<file path="src/rtl/register_bank_pkg.sv">
// Shared CPU datapath definitions: register-file geometry, operand types and
// a small popcount helper for the busy scoreboard.
package register_bank_pkg;

  localparam int WIDTH   = 16;
  localparam int NREG    = 8;
  localparam int RADDR_W = 3;

  typedef logic [RADDR_W-1:0] reg_num_t;
  typedef logic [WIDTH-1:0]   word_t;

  function automatic logic [3:0] popcount8(input logic [7:0] v);
    logic [3:0] cnt;
    cnt = 4'd0;
    for (int i = 0; i < 8; i++) begin
      cnt = cnt + 4'(v[i]);
    end
    return cnt;
  endfunction

endpackage

</file>
<file path="src/rtl/register_bank_reg16_en.sv">
// Load-enabled data register with asynchronous active-low clear; one per
// architectural register in the bank.
module reg16_en #(
  parameter int WIDTH = register_bank_pkg::WIDTH
) (
  input  logic             clk,
  input  logic             rst_n,
  input  logic             en,
  input  logic [WIDTH-1:0] d,
  output logic [WIDTH-1:0] q
);

  logic [WIDTH-1:0] q_reg;

  always_ff @(posedge clk or negedge rst_n) begin
    if (!rst_n) begin
      q_reg <= '0;
    end else if (en) begin
      q_reg <= d;
    end
  end

  assign q = q_reg;

endmodule

</file>
<file path="src/rtl/register_bank.sv">
// Eight-entry register bank with one write-back port and a busy scoreboard
// that flags operand hazards on registers awaiting multi-cycle results.
module register_bank
  import register_bank_pkg::*;
#(
  parameter int WIDTH = register_bank_pkg::WIDTH,
  parameter int NREG  = register_bank_pkg::NREG
) (
  input  logic               clk,
  input  logic               rst_n,
  input  logic               wr_en,
  input  logic [RADDR_W-1:0] wr_addr,
  input  logic [WIDTH-1:0]   wr_data,
  input  logic               issue_en,
  input  logic [RADDR_W-1:0] issue_dest,
  output logic               issue_ready,
  input  logic               rd_a_en,
  input  logic [RADDR_W-1:0] rd_a_sel,
  input  logic               rd_b_en,
  input  logic [RADDR_W-1:0] rd_b_sel,
  output logic [WIDTH-1:0]   reg0,
  output logic [WIDTH-1:0]   reg1,
  output logic [WIDTH-1:0]   reg2,
  output logic [WIDTH-1:0]   reg3,
  output logic [WIDTH-1:0]   reg4,
  output logic [WIDTH-1:0]   reg5,
  output logic [WIDTH-1:0]   reg6,
  output logic [WIDTH-1:0]   reg7,
  output logic [NREG-1:0]    busy,
  output logic [3:0]         pending_cnt,
  output logic               stall
);

  logic [NREG-1:0]  busy_reg;
  logic [NREG-1:0]  busy_next;
  logic [NREG-1:0]  wr_dec;
  logic [WIDTH-1:0] q_arr [NREG];
  logic             issue_accept;

  genvar gi;
  generate
    for (gi = 0; gi < NREG; gi++) begin : g_regs
      assign wr_dec[gi] = wr_en && (wr_addr == RADDR_W'(gi));

      reg16_en #(.WIDTH(WIDTH)) u_reg (
        .clk   (clk),
        .rst_n (rst_n),
        .en    (wr_dec[gi]),
        .d     (wr_data),
        .q     (q_arr[gi])
      );
    end
  endgenerate

  assign issue_ready  = !busy_reg[issue_dest];
  assign issue_accept = issue_en && issue_ready;

  // No bypass: a register being written this cycle still stalls its reader.
  assign stall = (rd_a_en && busy_reg[rd_a_sel]) || (rd_b_en && busy_reg[rd_b_sel]);

  // Issue is applied after the write-back clear so a same-register race
  // leaves the register busy.
  always_comb begin
    busy_next = busy_reg;
    if (wr_en) begin
      busy_next[wr_addr] = 1'b0;
    end
    if (issue_accept) begin
      busy_next[issue_dest] = 1'b1;
    end
  end

  always_ff @(posedge clk or negedge rst_n) begin
    if (!rst_n) begin
      busy_reg <= '0;
    end else begin
      busy_reg <= busy_next;
    end
  end

  assign busy        = busy_reg;
  assign pending_cnt = popcount8(busy_reg);

  assign reg0 = q_arr[0];
  assign reg1 = q_arr[1];
  assign reg2 = q_arr[2];
  assign reg3 = q_arr[3];
  assign reg4 = q_arr[4];
  assign reg5 = q_arr[5];
  assign reg6 = q_arr[6];
  assign reg7 = q_arr[7];

endmodule
</file>
<file path="config.mk">
export PLATFORM = sky130hd
export DESIGN_NAME = register_bank
export DESIGN_NICKNAME = d
export VERILOG_FILES = /design/src/rtl/register_bank_pkg.sv /design/src/rtl/register_bank_reg16_en.sv /design/src/rtl/register_bank.sv
export SDC_FILE = /design/constraint.sdc
export NUM_CORES = 1
export LEC_CHECK = 0
export BUFFER_PORTS_ARGS = -buffer_cell sky130_fd_sc_hd__buf_2
export CORE_ASPECT_RATIO = 2
export CORE_MARGIN = 4
export CORE_UTILIZATION = 56
export DETAILED_ROUTE_END_ITERATION = 12
export PLACE_DENSITY = 0.85
export SYNTH_ARGS = -nofsm -noshare
export SYNTH_HDL_FRONTEND = slang
export SYNTH_HIERARCHICAL = 1
export SYNTH_SLANG_ARGS = --single-unit
</file>
<file path="constraint.sdc">
create_clock -name clk -period 4.45 [get_ports clk]
set_input_delay 0.6675 -clock clk [delete_from_list [all_inputs] [get_ports clk]]
set_output_delay 0.6675 -clock clk [all_outputs]
set_load 0.01 [all_outputs]
</file>
==> impl_metrics.env <==
export IMPL_finClkSkew_ns=0.00102
export IMPL_rows=53
export IMPL_grt_setup_unrepaired="false"
export IMPL_fp_dieW_microns=81.2
export IMPL_setup_violations=0
export IMPL_yosysTopAreaCellShare=0.568
export IMPL_ios=176
export IMPL_p_sw_frac=0.313
export IMPL_cts_resized=0
export IMPL_final_util=0.716
export IMPL_viasPerCell=5.58
export IMPL_wl_microns=15800
export IMPL_multi_input_area_sq_um=2290
export IMPL_first_iter_violations=250
export IMPL_status="complete, no violations"
export IMPL_hp_class="in -> async"
export IMPL_yosysUniqueCellTypes=27
export IMPL_power_frac_seq=0.382
export IMPL_max_slew_margin=0.202
export IMPL_synth_fp_nets=398
export IMPL_cellInternalPower_w=0.00309
export IMPL_hold_buffers=0
export IMPL_wl_per_cell_microns=22.8
export IMPL_drv_slew=0
export IMPL_dp_slack_ns=0.847
export IMPL_largest_register_ffs=128
export IMPL_stdcell_count=693
export IMPL_p_leak_nw=3.70
export IMPL_worst_path_buf_inv=5
export IMPL_reg2reg_setup_slack_ns=3.02
export IMPL_layout_commonest_cell="buf_2"
export IMPL_insertion_delay_ns=0.41
export IMPL_cp_start_kind="register"
export IMPL_critPathMaxFanout=6
export IMPL_ys_ff_latch=136
export IMPL_period_needed_ns=4.03
export IMPL_nFillCells=716
export IMPL_initial_core_util=0.572
export IMPL_ctsRootBufferMaster="clkbuf_16"
export IMPL_drive_gt1_frac=0.647
export IMPL_die_h_microns=154
export IMPL_netlist_area_sq_um=6000
export IMPL_p_comb_frac=0.290
export IMPL_core_area_sq_um=10500
export IMPL_critical_path_class="reg -> out"
export IMPL_p_sw_w=0.00141
export IMPL_crit_chain="inv_1 -> fa_1 -> fa_1 -> fa_1 -> inv_1 -> ha_1 -> inv_1 -> fa_1 -> inv_1 -> buf_2"
export IMPL_ys_seq_area_frac=0.568
export IMPL_max_clock_freq_mhz=248
export IMPL_grt_pass1_wl_microns=24400
export IMPL_post_route_period_util=0.905
export IMPL_p_clk_frac=0.328
export IMPL_port_buffers=175
export IMPL_synth_area_leaders="dfrtp_1 57%, mux2_4 20%, mux2_2 9.4%"
export IMPL_cp_data_required_time_ns=3.78
export IMPL_cts_tree="built"
export IMPL_die_area_sq_um=12500
export IMPL_gr_total_overflow=0
export IMPL_cpPeakStageDelay_ns=0.54
export IMPL_syn_area_per_cell_sq_um=16.8
export IMPL_peakVddDrop_mv=0.721
export IMPL_yosysTopAreaCell="dfrtp_1"
export IMPL_num_vias=3869
export IMPL_netlist_instances=357
export IMPL_hold_viol=0
export IMPL_grt_max_degree=109
export IMPL_routabilityCongestion=0.889
export IMPL_cts_buffers=17
export IMPL_cts_post_setup_buffers_inserted=0
export IMPL_placed_cells=661
export IMPL_maxCapViolCount=0
export IMPL_cts_sinks=136
export IMPL_antenna_found_initial=0
export IMPL_tns_ns=0
export IMPL_yosysWarnings=6
export IMPL_layout_setup_ws_ns=0.423
export IMPL_holdWs_ns=0.350
export IMPL_final_nets=584
export IMPL_grt_pass1_vias=4173
export IMPL_clk_path_buf_depth=2
export IMPL_critPathArrivalTime_ns=3.36
export IMPL_hpwl_microns=10700
export IMPL_layout_common_cells="174 x buf_2, 136 x dfrtp_1, 80 x mux2_4"
export IMPL_clk_pin_slew_ns=0.06
export IMPL_crit_family="adder cells"
export IMPL_dr_pass1_iters=4
export IMPL_drc=0
export IMPL_synthToLayoutAreaGrowth_pct=25.2
export IMPL_cpMaxStageDelayCell="fa_1"
export IMPL_diodes=0
export IMPL_regArea_sq_um=3400
export IMPL_cp_end_kind="primary output"
export IMPL_power_density_nw_per_um2=599
export IMPL_antenna_left=0
export IMPL_track_usage=0.267
export IMPL_worst_pin_slew_ns=1.20
export IMPL_htree_levels=4
## kinds of logic after synthesis
| group | Yosys count | synth area share |
|---|---|---|
| multiplexers | 137 | 0.314 |
| flip-flops | 136 | 0.568 |
| buffers and inverters | 35 | 0.0549 |
| AND/OR/NAND/NOR | 25 | 0.0211 |
| AO/OA/AOI/OAI | 16 | 0.0211 |
| adder cells (fa/ha/maj) | 7 | 0.0196 |
| XOR/XNOR | 1 | 0.00146 |
## synthesized netlist by cell type (all sizes together)
library cell,n
mux2i,3
o41ai,3
nand2b,5
xnor2,1
buf,17
a221o,1
nor3,2
o21bai,1
mux4,4
dfrtp,136
inv,18
nor2,7
or3,2
nor2b,3
fa,4
a21oi,1
mux2,130
ha,3
nor4,1
or2,1
nand2,4
o22ai,2
o21ai,5
o31ai,1
o32ai,2
## per-layer routing
layer  share of wire  up-vias  wire length (microns)  GRT usage
li1                -     1634                      -          -
met1            0.38     1997                   5940      0.310
met2            0.53      201                   8450      0.459
met3           0.054       37                    859     0.0559
met4           0.036        0                    575      0.124
met5               0        -                      0          0
## layout make-up
class / count / share of cell area
inverters: 18 / 0.00900
clock inverters: 14 / 0.0247
well taps: 137 / 0.0228
flip-flops and latches: 136 / 0.453
repair buffers: 184 / 0.127
clock buffers: 18 / 0.0585
multi-input cells: 186 / 0.305
## power by group through the flow
stage | Clock [W] | Sequential [W] | Combinational, W
2_1_floorplan | 0 | 0.00182 | 0.000622
3_3_place_gp | 0 | 0.00170 | 0.00125
3_5_place_dp | 0 | 0.00172 | 0.00130
4_1_cts | 0.00149 | 0.00171 | 0.00132
5_1_grt | 0.00155 | 0.00175 | 0.00141
6_report | 0.00147 | 0.00172 | 0.00131
## worst register-to-register path: cells and delay by family (launching register included)
family,cells,cell delay [ns]
mux,1,0.56
flops,1,0.47
compound gates,1,0.31
## metrics by stage
stage / power [W] / instance area, sq um
2_1_floorplan: 0.00244 / 6000
3_3_place_gp: 0.00294 / 6880
3_5_place_dp: 0.00302 / 6880
4_1_cts: 0.00453 / 7500
5_1_grt: 0.00471 / 7500
6_report: 0.00450 / 7500
## path summary, 6_finish.rpt
check,to,from,cells past startpoint
min in group clk,g_regs[5].u_reg/q[2]$_DFFE_PN0P_,g_regs[5].u_reg/q[2]$_DFFE_PN0P_,1
max in group asynchronous,g_regs[6].u_reg/q[10]$_DFFE_PN0P_,rst_n,2
max,pending_cnt[1],busy[1]$_DFF_PN0_,10
min,g_regs[6].u_reg/q[4]$_DFFE_PN0P_,rst_n,1
min reg2reg,g_regs[5].u_reg/q[2]$_DFFE_PN0P_,g_regs[5].u_reg/q[2]$_DFFE_PN0P_,1
max reg2reg,busy[3]$_DFF_PN0_,busy[2]$_DFF_PN0_,2
(Power assumes the default switching activity.)
